[src/rtl/hazard_ctrl.sv]
// Pipeline hazard controller: in-flight writer scoreboard (E/M/W), D-stage stall and forwarding selects.
// Optional macro HAZ_W_BYPASS_EN lets the W slot drive forwarding (select value 1).
module hazard_ctrl #(
    parameter int CNT_W = 16
) (
    input  logic             clk,
    input  logic             reset,
    input  logic [4:0]       rs_D,
    input  logic [4:0]       rt_D,
    input  logic [1:0]       tuse_rs_D,
    input  logic [1:0]       tuse_rt_D,
    input  logic [4:0]       wa_D,
    input  logic [1:0]       tnew_D,
    output logic             stall,
    output logic [1:0]       fwd_rs_D,
    output logic [1:0]       fwd_rt_D,
    output logic [1:0]       fwd_rs_E,
    output logic [1:0]       fwd_rt_E,
    output logic [1:0]       fwd_rt_M,
    output logic [CNT_W-1:0] stall_cnt
);

    localparam logic [1:0] SEL_RF = 2'd0;
    localparam logic [1:0] SEL_W  = 2'd1;
    localparam logic [1:0] SEL_M  = 2'd2;
    localparam logic [1:0] SEL_E  = 2'd3;

`ifdef HAZ_W_BYPASS_EN
    localparam logic W_BYPASS = 1'b1;
`else
    localparam logic W_BYPASS = 1'b0;
`endif

    localparam logic [CNT_W-1:0] CNT_ONE = {{(CNT_W-1){1'b0}}, 1'b1};
    localparam logic [CNT_W-1:0] CNT_MAX = {CNT_W{1'b1}};

    // Scoreboard slots
    logic [4:0]       wa_e_q, wa_e_d;
    logic [1:0]       tnew_e_q, tnew_e_d;
    logic [4:0]       rs_e_q, rs_e_d;
    logic [4:0]       rt_e_q, rt_e_d;
    logic [4:0]       wa_m_q, wa_m_d;
    logic [1:0]       tnew_m_q, tnew_m_d;
    logic [4:0]       rt_m_q, rt_m_d;
    logic [4:0]       wa_w_q, wa_w_d;
    logic [CNT_W-1:0] cnt_q, cnt_d;

    logic stall_rs;
    logic stall_rt;

    function automatic logic src_stalls(
        input logic [4:0] src,
        input logic [1:0] tuse,
        input logic [4:0] wa_e,
        input logic [1:0] tnew_e,
        input logic [4:0] wa_m,
        input logic [1:0] tnew_m
    );
        logic hit_e;
        logic hit_m;
        hit_e = (src == wa_e) && (tuse < tnew_e);
        hit_m = (src == wa_m) && (tuse < tnew_m);
        return (src != 5'd0) && (hit_e || hit_m);
    endfunction

    // The youngest slot whose address matches owns the register: if its
    // result is not ready yet, older slots hold stale data and are ignored.
    function automatic logic [1:0] fwd_sel(
        input logic [4:0] src,
        input logic       use_e,
        input logic [4:0] wa_e,
        input logic [1:0] tnew_e,
        input logic       use_m,
        input logic [4:0] wa_m,
        input logic [1:0] tnew_m,
        input logic       use_w,
        input logic [4:0] wa_w
    );
        logic [1:0] sel;
        sel = SEL_RF;
        if (src == 5'd0) begin
            sel = SEL_RF;
        end else if (use_e && (src == wa_e)) begin
            sel = (tnew_e == 2'd0) ? SEL_E : SEL_RF;
        end else if (use_m && (src == wa_m)) begin
            sel = (tnew_m == 2'd0) ? SEL_M : SEL_RF;
        end else if (use_w && (src == wa_w)) begin
            sel = SEL_W;
        end
        return sel;
    endfunction

    always_comb begin
        stall_rs = src_stalls(rs_D, tuse_rs_D, wa_e_q, tnew_e_q, wa_m_q, tnew_m_q);
        stall_rt = src_stalls(rt_D, tuse_rt_D, wa_e_q, tnew_e_q, wa_m_q, tnew_m_q);
        stall    = 1'b0;
        fwd_rs_D = SEL_RF;
        fwd_rt_D = SEL_RF;
        fwd_rs_E = SEL_RF;
        fwd_rt_E = SEL_RF;
        fwd_rt_M = SEL_RF;
        if (!reset) begin
            stall    = stall_rs || stall_rt;
            fwd_rs_D = fwd_sel(rs_D, 1'b1, wa_e_q, tnew_e_q, 1'b1, wa_m_q, tnew_m_q,
                               W_BYPASS, wa_w_q);
            fwd_rt_D = fwd_sel(rt_D, 1'b1, wa_e_q, tnew_e_q, 1'b1, wa_m_q, tnew_m_q,
                               W_BYPASS, wa_w_q);
            fwd_rs_E = fwd_sel(rs_e_q, 1'b0, wa_e_q, tnew_e_q, 1'b1, wa_m_q, tnew_m_q,
                               W_BYPASS, wa_w_q);
            fwd_rt_E = fwd_sel(rt_e_q, 1'b0, wa_e_q, tnew_e_q, 1'b1, wa_m_q, tnew_m_q,
                               W_BYPASS, wa_w_q);
            fwd_rt_M = fwd_sel(rt_m_q, 1'b0, wa_e_q, tnew_e_q, 1'b0, wa_m_q, tnew_m_q,
                               W_BYPASS, wa_w_q);
        end
    end

    // A stall leaves the D instruction in place and sends a bubble into E.
    always_comb begin
        wa_e_d   = 5'd0;
        tnew_e_d = 2'd0;
        rs_e_d   = 5'd0;
        rt_e_d   = 5'd0;
        if (!stall) begin
            wa_e_d   = wa_D;
            tnew_e_d = tnew_D;
            rs_e_d   = rs_D;
            rt_e_d   = rt_D;
        end
        wa_m_d   = wa_e_q;
        tnew_m_d = (tnew_e_q == 2'd0) ? 2'd0 : (tnew_e_q - 2'd1);
        rt_m_d   = rt_e_q;
        wa_w_d   = wa_m_q;
        cnt_d    = cnt_q;
        if (stall && (cnt_q != CNT_MAX)) begin
            cnt_d = cnt_q + CNT_ONE;
        end
    end

    always_ff @(posedge clk) begin
        if (reset) begin
            wa_e_q   <= 5'd0;
            tnew_e_q <= 2'd0;
            rs_e_q   <= 5'd0;
            rt_e_q   <= 5'd0;
            wa_m_q   <= 5'd0;
            tnew_m_q <= 2'd0;
            rt_m_q   <= 5'd0;
            wa_w_q   <= 5'd0;
            cnt_q    <= '0;
        end else begin
            wa_e_q   <= wa_e_d;
            tnew_e_q <= tnew_e_d;
            rs_e_q   <= rs_e_d;
            rt_e_q   <= rt_e_d;
            wa_m_q   <= wa_m_d;
            tnew_m_q <= tnew_m_d;
            rt_m_q   <= rt_m_d;
            wa_w_q   <= wa_w_d;
            cnt_q    <= cnt_d;
        end
    end

    assign stall_cnt = cnt_q;

endmodule

[config.mk]
export PLATFORM = sky130hd
export DESIGN_NAME = hazard_ctrl
export DESIGN_NICKNAME = d
export VERILOG_FILES = /design/src/rtl/hazard_ctrl.sv
export SDC_FILE = /design/constraint.sdc
export NUM_CORES = 1
export LEC_CHECK = 0
export ABC_AREA = 0
export BUFFER_PORTS_ARGS = -buffer_cell sky130_fd_sc_hd__buf_2
export CORE_MARGIN = 2
export CORE_UTILIZATION = 48
export CTS_CLUSTER_SIZE = 24
export DETAILED_ROUTE_END_ITERATION = 10
export PLACE_DENSITY_LB_ADDON = 0.25
export SLEW_MARGIN = 40
export SYNTH_ARGS = -nofsm -noshare
export SYNTH_HDL_FRONTEND = slang
export SYNTH_SLANG_ARGS = --single-unit
[constraint.sdc]
create_clock -name clk -period 2 [get_ports clk]
set_clock_uncertainty 0.05 [all_clocks]
set_input_delay 0.1 -clock clk [delete_from_list [all_inputs] [get_ports clk]]
set_output_delay 0.1 -clock clk [all_outputs]
set_load 0.005 [all_outputs]
After elaboration in Yosys (flattened, before gate mapping)

Cells that the tools add are included.

Add/subtract/negate cells: 2
Multipliers: 0
Divide/modulo/power cells: 0
Order comparisons: 4
Equality and inequality tests: 7
Shift operators: 0
Mux-type cells: 17
Bitwise logic cells: 0
Reductions and logical operators: 20

Operators with widths:

| cell                                              | number |
|---|---|
| two-way mux 2 bit                                 | 16 |
| == test 5 bit                                     | 6 |
| logical NOT 5 bit                                 | 4 |
| adder 16 x 1 -> 16 bit (second input constant)    | 1 |
| inequality test 16 bit (second input constant)    | 1 |
| nonzero test 5 bit                                | 2 |
| < comparator 2 bit                                | 4 |
| logical AND 1 bit                                 | 7 |
| logical NOT 2 bit                                 | 2 |
| OR reduction 2 bit                                | 2 |
| logical OR 1 bit                                  | 3 |
| subtractor 2 x 1 -> 2 bit (second input constant) | 1 |
| two-way mux 1 bit                                 | 1 |

Register bits: 40
Latch bits: 0
Memory bits (writable): 0
Bits in read-only memories: 0
Word-level logic and storage cells: 57
Memories: 0

Logic depth before layout (Yosys ltp)

Gate-level depths: netlist of run 1.

Depth in word-level cells: 7
Depth in mapped cells: 10
Gate-level depth less buffers: 8

Worst setup path before layout of run 1

Ideal clock, no wire load.

Path kind: register to register
From: register cnt_q[0], in the netlist stall_cnt[0]
To: register cnt_q[1], in the netlist stall_cnt[1]
Arrival time: 1.865 ns
Required time: 1.822 ns
Path slack: -0.042 ns
Cell stages (with the launch flop): 11
Path buffers: 2
Path through: dfxtp_1 > ha_1 > and2_1 > nand4bb_1 > nor2_1 > nor2_1 > a21oi_2 > buf_6 > buf_2 > mux2i_1 > nor2_1

Cells in the longest elaborated chain, start to end: 2

RTL lines:

| item                                                           | line | RTL |
|---|---|---|
| start, declared                                                | 46   | `logic [CNT_W-1:0] cnt_q, cnt_d;` |
| start signal, assigned                                         | 159  | `cnt_q <= cnt_d;` |
| branches (longest 2 deep; another with adder 16 x 1 -> 16 bit) | --   |  |

Several ways; the timed one is not identified.
A chain may end at the register's enable or synchronous reset.

Final worst setup path of run 1

From: register tnew_m_q[1]
To: register cnt_q[9], in the netlist stall_cnt[9]

Cells in the longest elaborated chain, start to end: 7

RTL lines:

| item                   | line | RTL |
|---|---|---|
| start, declared        | 43   | `logic [1:0] tnew_m_q, tnew_m_d;` |
| start signal, assigned | 156  | `tnew_m_q <= tnew_m_d;` |
| < comparator 2 bit     | 62   | `hit_m = (src == wa_m) && (tuse < tnew_m);` |
| logical AND 1 bit      | 62   |  |
| logical OR 1 bit       | 63   | `return (src != 5'd0) && (hit_e \|\| hit_m);` |
| logical AND 1 bit      | 63   |  |
| logical OR 1 bit *     | 103  | `stall = stall_rs \|\| stall_rt;` |
| two-way mux 1 bit *    | 102  | `if (!reset) begin` |
| logical AND 1 bit *    | 134  | `if (stall && (cnt_q != CNT_MAX)) begin` |

Every way passes the cells marked *; elsewhere a longest branch is shown, timed or not.

==> run_results.csv, run 1 <==
group,metric,value,unit
floorplanning,core-area,4320,sq um
layout,diodes,0,
route,firstDrtPassIters,4,
sta,fin_ws,-0.190,ns
route,vias,2060,
status,violations,"negative setup slack",
place,portBuffers,45,
grt,antenna_found_initial,0,
floorplanning,die-area,5010,sq um
clocking,cts_sinks,40,
layout,final_layout_size_suffix_gt1_share,40.0,%
floorplanning,die_x,70.8,um
synth,synth_area_leaders,"dfxtp_1, xor2_1, xnor2_1",
floorplanning,initial_core_util,49.5,%
clocking,cts_tree,"built",
synth,synth_mux_area_share,0.468,%
synth,synth_fa_ha_area_share,3.51,%
clocking,cts_root_buffer,"clkbuf_8",
synth,netlist_area,2140,sq um
grt,grt_overflow_total,0,
sta,slew_viol_final,0,
synth,yosysTopAreaCell,"dfxtp_1",
route,drt_iter0_markers,101,
clocking,ctsLongestPathBuffers,2,
synth,syn_area_per_cell,8.85,sq um
flow_run,maxCapViolCount,0,
critical_path,path_cells,"inv_2 > ha_4 > a2111oi_4 > nand2b_1 > a211oi_2 > a21oi_2 > or4_1 > a21oi_1",
place,gp_congestion,0.802,
place,dp.cells,372,
grt,grt_pass1_vias,1960,
critical_path,cp_top_family,"compound AO/OA/AOI/OAI gates",
critical_path,cp_slowest_cell,"or4_1",
sta,grt_setup_unrepaired,"yes",
floorplanning,ios,50,
place,dp_hpwl,3.89,mm
synth,yosys.area_share.simple,29.2,%
synth,synth-edff-count,0,
synth,ys_seq_elements,40,
route,drc,0,
critical_path,endpoint_kind,"register",
floorplanning,num_rows,24,
grt,grt_pass1_wl,9.10,mm
worst_hold_path,holdCritPathClass,"in2reg",
synth,synth_ff_type,"dfxtp_1",
grt,grt_usage,23.1,%
critical_path,crit_required,2.18,ns
layout,final_cells,392,
synth,synth_top_area_share,37.4,%
synth,synth_top_family_by_area,"simple AND/OR/NAND/NOR gates",
synth,synthArstFlopShare,0,%
layout,nets,368,
grt,grt_max_degree,22,
clocking,clkLatencyLatePin,0.30,ns
power_and_ir_drop,vdd_drop_max,0.000476,V
synth,synth_compound_area_share,12.3,%
clocking,htreeDepth,2,
clocking,cts_buffers,5,
synth,ys_seq_area_share,37.4,%
critical_path,cp-start-kind,"register",
synth,synth-xor-area-share,12.3,%
power_and_ir_drop,powerDensity,602,nW/um^2
status,status,"finished, violations left",
sta,setup_violations,31,
layout,area_growth,43.5,%
power_and_ir_drop,fin_total_pwr,1.85,mW
power_and_ir_drop,leakage,1.32,nW
sta,fmax,457,MHz
critical_path,crit_arrival,2.37,ns
sta,period_needed,2.19,ns
sta,fin_crit_sh,109,%
route,wl_per_cell,14.3,um
place,pre_cts_ws,-0.173,ns
clocking,clk_pin_slew_worst_paths,0.09,ns
layout,fin_util,71.0,%
route,drtAntennaViolNets,0,
synth,yosysUniqueCellTypes,42,
synth,synthCells,242,
route,vias_per_cell,5.26,
layout,final.fill_count,334,
sta,hold_violations,0,
route,wirelength,5.60,mm
critical_path,crit_type,"reg2reg",
sta,timing.hold.ws,0.0306,ns
floorplanning,dieHeight,70.8,um
critical_path,cp_num_buf_inv,1,
critical_path,cp_max_fo,5,
critical_path,slowest_delay,0.49,ns
synth,ys_warn_count,0,
[synthesized netlist by cell type, types with 4 or more instances]
library cell,instances
or4_1,4
nor3_1,14
dfxtp_1,40
nand2_1,8
and2_1,19
nor4_1,5
xor2_1,16
nor2b_1,5
o21ai_0,10
nor2_1,8
buf_2,4
nand2b_1,6
inv_1,6
a21oi_1,17
ha_1,6
or3_1,10
buf_4,4
nand3_1,13
xnor2_1,14
[cell type report]
| cell class | count | area [sq um] | area share (%) |
|---|---|---|---|
| multi-input combinational | 186 | 1370 | 44.4 |
| sequential | 40 | 808 | 26.3 |
| timing repair buffer | 99 | 691 | 22.5 |
| clock buffer | 5 | 68.8 | 2.24 |
| tap | 52 | 65.1 | 2.12 |
| clock inverter | 3 | 47.5 | 1.55 |
| inverter | 7 | 26.3 | 0.855 |
[per-stage QoR]
stage	instance area [sq um]	TNS, ns
CTS	3000	-1.46
floorplan	2170	0
global placement	2730	-0.866
detailed placement	2730	-1.45
global route	3070	-6.48
finish	3070	-2.49
[where the power goes]
part	internal [mW]	switching (mW)
Sequential	0.829	0.0239
Combinational	0.164	0.156
Clock	0.376	0.299
Total	1.37	0.479
[state kept, by name (all words and copies together) (netlist names)]
name / cells
rs_e_q: 5
rt_e_q: 5
stall_cnt: 16
tnew_e_q: 2
tnew_m_q: 2
wa_e_q: 5
wa_m_q: 5
[per-layer routing]
metal | up-vias | wire [um] | global-route usage [%]
met4 | 0 | 81 | 8.60
met3 | 8 | 209 | 4.84
met2 | 40 | 2810 | 37.9
met5 | - | 0 | 0
met1 | 984 | 2490 | 29.9
li1 | 1028 | - | -
[cell usage in the layout, fill, tap and decap left out, types with 3 or more instances in the layout]
cell type      instances
buf_2                 45
buf_4                 40
dfxtp_1               34
and2_1                19
xor2_1                15
xnor2_1               14
nand3_1               13
nor3_1                11
a21oi_1               10
a21oi_2                9
o21ai_0                9
dlygate4sd3_1          8
nor2_1                 7
nand2_1                7
nand2b_1               6
or3_1                  6
dfxtp_2                6
inv_1                  5
nor4_1                 5
nor2b_1                5
ha_1                   5
clkbuf_8               5
or4_1                  4
or3_4                  4
conb_1                 4
buf_6                  4
nor3_2                 3
nand4_1                3
o31ai_1                3
[worst paths after layout]
check        slack (ns)  cells after the start                   start                        end
max               -0.19                      8  tnew_m_q[1]$_SDFF_PP0_  stall_cnt[9]$_SDFFE_PP0P_
max reg2reg       -0.19                      8  tnew_m_q[1]$_SDFF_PP0_  stall_cnt[9]$_SDFFE_PP0P_
min reg2reg        0.38                      1  tnew_e_q[0]$_SDFF_PP0_     tnew_m_q[0]$_SDFF_PP0_
min                0.03                      2                 rs_D[2]       rs_e_q[2]$_SDFF_PP0_
[kinds of logic (layout without fill, tap and decap cells)]
kind of cell | after synthesis | after routing
AO/OA/AOI/OAI | 39 | 39
XOR/XNOR | 30 | 30
adder cells (fa/ha/maj) | 6 | 6
buffers and inverters | 19 | 114
flip-flops | 40 | 40
multiplexers | 1 | 1
other | 1 | 4
AND/OR/NAND/NOR | 106 | 106
[repair_timing]
action	in CTS	in global routing
cloned	0	0
hold endpoints to repair	8	0
setup buffers	3	1
endpoints found under the setup margin	17	37
resized for setup	15	14
pin swaps	20	7
hold buffers	8	0
Note: power is estimated with default switching activity, not from simulation.
==> inputs of run 2 (changes only) <==
--- a/config.mk
+++ b/config.mk
@@ -5,10 +5,10 @@
 export SDC_FILE = /design/constraint.sdc
 export NUM_CORES = 1
 export LEC_CHECK = 0
-export ABC_AREA = 0
+export ABC_AREA = 1
 export BUFFER_PORTS_ARGS = -buffer_cell sky130_fd_sc_hd__buf_2
 export CORE_MARGIN = 2
-export CORE_UTILIZATION = 48
+export CORE_UTILIZATION = 49
 export CTS_CLUSTER_SIZE = 24
 export DETAILED_ROUTE_END_ITERATION = 10
 export PLACE_DENSITY_LB_ADDON = 0.25
==> run_results.csv, run 2 <==
group,metric,value,unit
route,vias,2289,
power_and_ir_drop,fin_total_pwr,1.72,mW
synth,synth_top_area_share,34.0,%
critical_path,crit_type,"reg2out",
place,portBuffers,45,
floorplanning,die-area,5380,sq um
synth,synth_ff_type,"dfxtp_1",
route,firstDrtPassIters,4,
power_and_ir_drop,internal-power,1.25,mW
clocking,cts_sinks,40,
power_and_ir_drop,power.share.clock,33.7,%
power_and_ir_drop,powerDensity,607,nW/um^2
grt,antenna_found_initial,0,
grt,grt_max_degree,21,
critical_path,endpoint_kind,"output port",
sta,hold_violations,0,
sta,period_needed,1.90,ns
status,status,"finished, final reports clean",
sta,fmax,527,MHz
layout,diodes,0,
power_and_ir_drop,vdd_drop_max,0.000357,V
route,drt_iter0_markers,148,
critical_path,cp-start-kind,"register",
route,wl_per_cell,11.8,um
layout,multi_input_area,1310,sq um
place,dp.cells,453,
critical_path,crit_required,1.85,ns
layout,final.fill_count,453,
sta,slew_viol_final,0,
layout,final_layout_size_suffix_gt1_share,22.4,%
flow_run,maxCapViolCount,0,
synth,synthArstFlopShare,0,%
layout,largest_reg_flops,16,
power_and_ir_drop,pwr-share-comb,16.4,%
synth,synthCells,359,
layout,final_cell_mix,"nand2_1, nor2_1, inv_1, buf_2, dfxtp_1",
sta,fin_crit_sh,94.9,%
route,vias_per_cell,4.87,
critical_path,crit_arrival,1.75,ns
route,wirelength,5.55,mm
synth,synth-edff-count,0,
grt,grt_overflow_total,0,
sta,setup_violations,0,
layout,final_cells,470,
floorplanning,die_x,73.4,um
floorplanning,core-area,4690,sq um
grt,grt_usage,21.7,%
layout,seqCellArea,806,sq um
floorplanning,ios,50,
clocking,htreeDepth,2,
power_and_ir_drop,leakage,1.44,nW
critical_path,cp_max_fo,3,
layout,nets,445,
clocking,cts_buffers,5,
clocking,cts_root_buffer,"clkbuf_8",
floorplanning,initial_core_util,50.2,%
floorplanning,num_rows,25,
grt,grt_pass1_vias,2074,
layout,fin_util,60.5,%
floorplanning,dieHeight,73.4,um
route,drtAntennaViolNets,0,
synth,syn_area_per_cell,6.57,sq um
synth,yosysTopAreaCell,"dfxtp_1",
synth,netlist_area,2360,sq um
clocking,clkLatencyLatePin,0.29,ns
clocking,clk_pin_slew_worst_paths,0.07,ns
place,dp_hpwl,4.18,mm
power_and_ir_drop,switching_share,27.2,%
synth,synth_area_leaders,"dfxtp_1, nand2_1, nor2_1",
grt,grt_pass1_wl,9.05,mm
place,gp_congestion,0.891,
sta,timing.hold.ws,0.0273,ns
power_and_ir_drop,p_sw,468,uW
route,drc,0,
synth,yosysUniqueCellTypes,31,
clocking,ctsLongestPathBuffers,2,
layout,mostFrequentLayoutCell,"nand2_1",
power_and_ir_drop,pwr-share-seq,50.0,%
synth,ys_seq_elements,40,
synth,synth_common_cells,"nand2_1, nor2_1, inv_1, dfxtp_1, nand3_1",
synth,synth_most_common_cell,"nand2_1",
synth,ys_seq_area_share,34.0,%
worst_hold_path,holdCritPathClass,"in2reg",
layout,area_growth,20.4,%
synth,ys_warn_count,0,
clocking,cts_tree,"built",
[run 2: cell types whose count changed after synthesis, sizes merged, moves of 7 or more]
cell   change
inv       +53
nand3     +12
nand4      +9
nor2      +52
xnor2      -8
or3       -10
nand2     +84
xor2      -10
and2      -19
nor3       -7
[run 2: cells by family after synthesis]
family                     count (synthesis)  synth area share [%]
AOI/OAI and AO/OA                         31                  7.96
adders and majority gates                  6                  3.18
buffers and inverters                     71                  13.2
and+or+nand+nor                          198                  37.0
DFF                                       40                  34.0
xor gates and xnor gates                  12                  4.46
other                                      1                 0.159
[run 2: cell type report]
class	instances	share of cell area [%]
Inverter	61	8.07
Clock buffer	7	3.39
Multi-Input combinational cell	252	46.2
Timing Repair Buffer	56	11.6
Sequential cell	40	28.4
Tap cell	54	2.38
[run 2: per-layer routing]
metal / vias to the layer above / share of wire, % / GRT usage, %
li1: 1228 / - / -
met1: 987 / 49 / 30.2
met2: 69 / 43 / 32.7
met3: 5 / 6.5 / 5.08
met4: 0 / 1.3 / 7.88
met5: - / 0 / 0
[run 2: power groups by stage]
| stage | clock [mW] | sequential, mW | combinational, mW |
|---|---|---|---|
| floorplan | 0 | 0.872 | 0.189 |
| global placement | 0 | 0.877 | 0.251 |
| detailed placement | 0 | 0.878 | 0.254 |
| CTS | 0.587 | 0.859 | 0.274 |
| global route | 0.624 | 0.865 | 0.322 |
| finish | 0.580 | 0.860 | 0.282 |
[run 2: per-stage QoR]
step	worst slack, ns	TNS (ns)	cell area (sq um)
floorplan	0.365	0	2370
global placement	0.139	0	2590
detailed placement	0.0930	0	2590
CTS	0.0171	0	2800
global route	-0.00445	-0.00445	2840
finish	0.102	0	2840
[run 2: critical path, cell delays in order, from the launching register on]
cell,delay (ns)
dfxtp_2,0.32
inv_1,0.06
ha_1,0.28
a21oi_2,0.16
nand4_1,0.14
nand2_2,0.11
nand2_4,0.07
nand2_8,0.08
inv_2,0.05
nor2_1,0.08
buf_2,0.12
[run 2: worst paths after layout]
kind / from / end / slack [ns] / cells past startpoint
setup reg to reg: tnew_e_q[1]$_SDFF_PP0_ / stall_cnt[4]$_SDFFE_PP0P_ / 0.17 / 11
hold / removal: rs_D[2] / rs_e_q[2]$_SDFF_PP0_ / 0.03 / 3
setup / recovery: tnew_e_q[1]$_SDFF_PP0_ / stall / 0.10 / 10
hold reg to reg: wa_e_q[4]$_SDFF_PP0_ / wa_m_q[4]$_SDFF_PP0_ / 0.41 / 2
[run 2: what timing repair did]
item / in CTS / in global routing
endpoints found under the hold margin: 7 / 0
gates cloned: 1 / 0
endpoints found under the setup margin: 1 / 10
resized for setup: 4 / 14
buffers inserted: 1 / 1
pin swaps: 1 / 2
hold buffers: 7 / 0
==> inputs of run 3 (changes only) <==
==> constraint.sdc (replaced) <==
create_clock -name clk -period 2 [get_ports clk]
set_clock_uncertainty 0.05 [all_clocks]
set_input_delay 0.1 -clock clk [delete_from_list [all_inputs] [get_ports clk]]
set_output_delay 0.1 -clock clk [all_outputs]
set_load 0.1 [all_outputs]
==> run_results.csv, run 3 (synthesis gave the netlist of run 2 again) <==
group,metric,value,unit
place,portBuffers,45,
sta,timing.hold.ws,0.0162,ns
critical_path,cp_top_family,"simple AND/OR/NAND/NOR gates",
floorplanning,initial_core_util,50.2,%
clocking,ctsLongestPathBuffers,2,
layout,area_growth,30.1,%
worst_hold_path,holdCritPathClass,"in2reg",
clocking,htreeDepth,2,
sta,fin_crit_sh,97.5,%
power_and_ir_drop,vdd_drop_max,0.000373,V
floorplanning,dieHeight,73.4,um
flow_run,maxCapViolCount,0,
clocking,clk_pin_slew_worst_paths,0.08,ns
clocking,cts_root_buffer,"clkbuf_8",
layout,mostFrequentLayoutCell,"nand2_1",
critical_path,cp_slowest_cell,"dfxtp_2",
grt,grt_max_degree,22,
floorplanning,ios,50,
grt,grtUsageMet1,31.2,%
route,wl_per_cell,12.5,um
floorplanning,num_rows,25,
grt,met2_usage,35.9,%
grt,grt_usage,22.5,%
critical_path,cp-start-kind,"register",
clocking,cts_tree,"built",
critical_path,slowest_delay,0.33,ns
floorplanning,die_x,73.4,um
critical_path,endpoint_kind,"output port",
layout,final_cells,470,
clocking,cts_sinks,40,
critical_path,crit_arrival,1.80,ns
critical_path,crit_required,1.85,ns
sta,period_needed,1.95,ns
critical_path,path_cells,"inv_2 > ha_4 > a21oi_2 > nand4_1 > nand2_1 > nand2_2 > nand2_8 > inv_6 > nor2_4 > buf_12",
layout,final.fill_count,415,
sta,hold_violations,0,
power_and_ir_drop,powerDensity,659,nW/um^2
grt,antenna_found_initial,0,
grt,busiest_layer,"met2",
floorplanning,die-area,5380,sq um
route,firstDrtPassIters,4,
floorplanning,core-area,4690,sq um
layout,nets,444,
place,dp.cells,454,
sta,setup_violations,0,
grt,grt_overflow_total,0,
layout,fin_util,65.4,%
sta,fmax,513,MHz
power_and_ir_drop,leakage,1.48,nW
layout,diodes,0,
layout,final_cell_mix,"nand2_1, nor2_1, inv_1, buf_2, dfxtp_1",
layout,final_layout_size_suffix_gt1_share,29.6,%
route,drtAntennaViolNets,0,
grt,grt_pass1_vias,2034,
grt,grt_pass1_wl,9.42,mm
critical_path,cp_num_buf_inv,3,
sta,slew_viol_final,0,
route,wirelength,5.89,mm
sta,grt_setup_unrepaired,"yes",
clocking,cts_buffers,5,
status,status,"finished, final reports clean",
critical_path,crit_type,"reg2out",
route,vias_per_cell,5.05,
route,drc,0,
grt,grtUsageMet3,4.25,%
clocking,clkLatencyLatePin,0.30,ns
route,drt_iter0_markers,126,
route,vias,2375,
place,gp_congestion,0.923,
critical_path,cp_max_fo,2,
layout,largest_reg_flops,16,
place,dp_hpwl,4.38,mm
## run 3: area by class of cell
type | instances | area [sq um] | area share [%]
Clock buffer | 7 | 96.3 | 3.14
Clock inverter | 1 | 30.0 | 0.979
Inverter | 61 | 236 | 7.71
Multi-Input combinational cell | 251 | 1390 | 45.3
Sequential cell | 40 | 828 | 27.0
Tap cell | 54 | 67.6 | 2.20
Timing Repair Buffer | 56 | 419 | 13.7
## run 3: report_power, final
group	switching, mW	leakage (nW)	internal [mW]
registers	0.0319	0.337	0.832
clock network	0.289	0.0645	0.440
logic	0.284	1.08	0.143
## run 3: timing repair
action	in CTS	in global routing
endpoints found under the setup margin	2	12
gates resized for setup	7	25
buffers inserted	1	0
pin swaps	2	11
hold endpoints to repair	7	0
hold buffers	7	0
gates cloned	0	0
## run 3: path summary, 6_finish.rpt
kind | from | endpoint | slack, ns | cells past startpoint
setup / recovery | tnew_m_q[1]$_SDFF_PP0_ | stall | 0.05 | 10
hold / removal | rt_D[4] | rt_e_q[4]$_SDFF_PP0_ | 0.02 | 3
setup reg to reg | tnew_m_q[1]$_SDFF_PP0_ | stall_cnt[10]$_SDFFE_PP0P_ | 0.12 | 13
hold reg to reg | wa_e_q[4]$_SDFF_PP0_ | wa_m_q[4]$_SDFF_PP0_ | 0.42 | 2
## run 3: tightest hold or removal path, stage by stage
cell and delay [ns]:
buf_2 0.13, inv_1 0.05, nor2_1 0.04
## run 3: metal layers
layer / share of wire [%] / wire length (um)
met1: 45 / 2630
met3: 6.5 / 382
met4: 1.6 / 95
met5: 0 / 0
met2: 47 / 2770
## run 3: stage by stage
step | total power, mW | setup slack [ns] | setup TNS, ns | cell area (sq um)
floorplan | 1.16 | -0.0897 | -0.0897 | 2410
global placement | 1.25 | 0.156 | 0 | 2740
detailed placement | 1.25 | 0.112 | 0 | 2740
CTS | 2.00 | 0.0000803 | 0 | 2970
global route | 2.10 | -0.00988 | -0.0139 | 3070
finish | 2.02 | 0.0503 | 0 | 3070
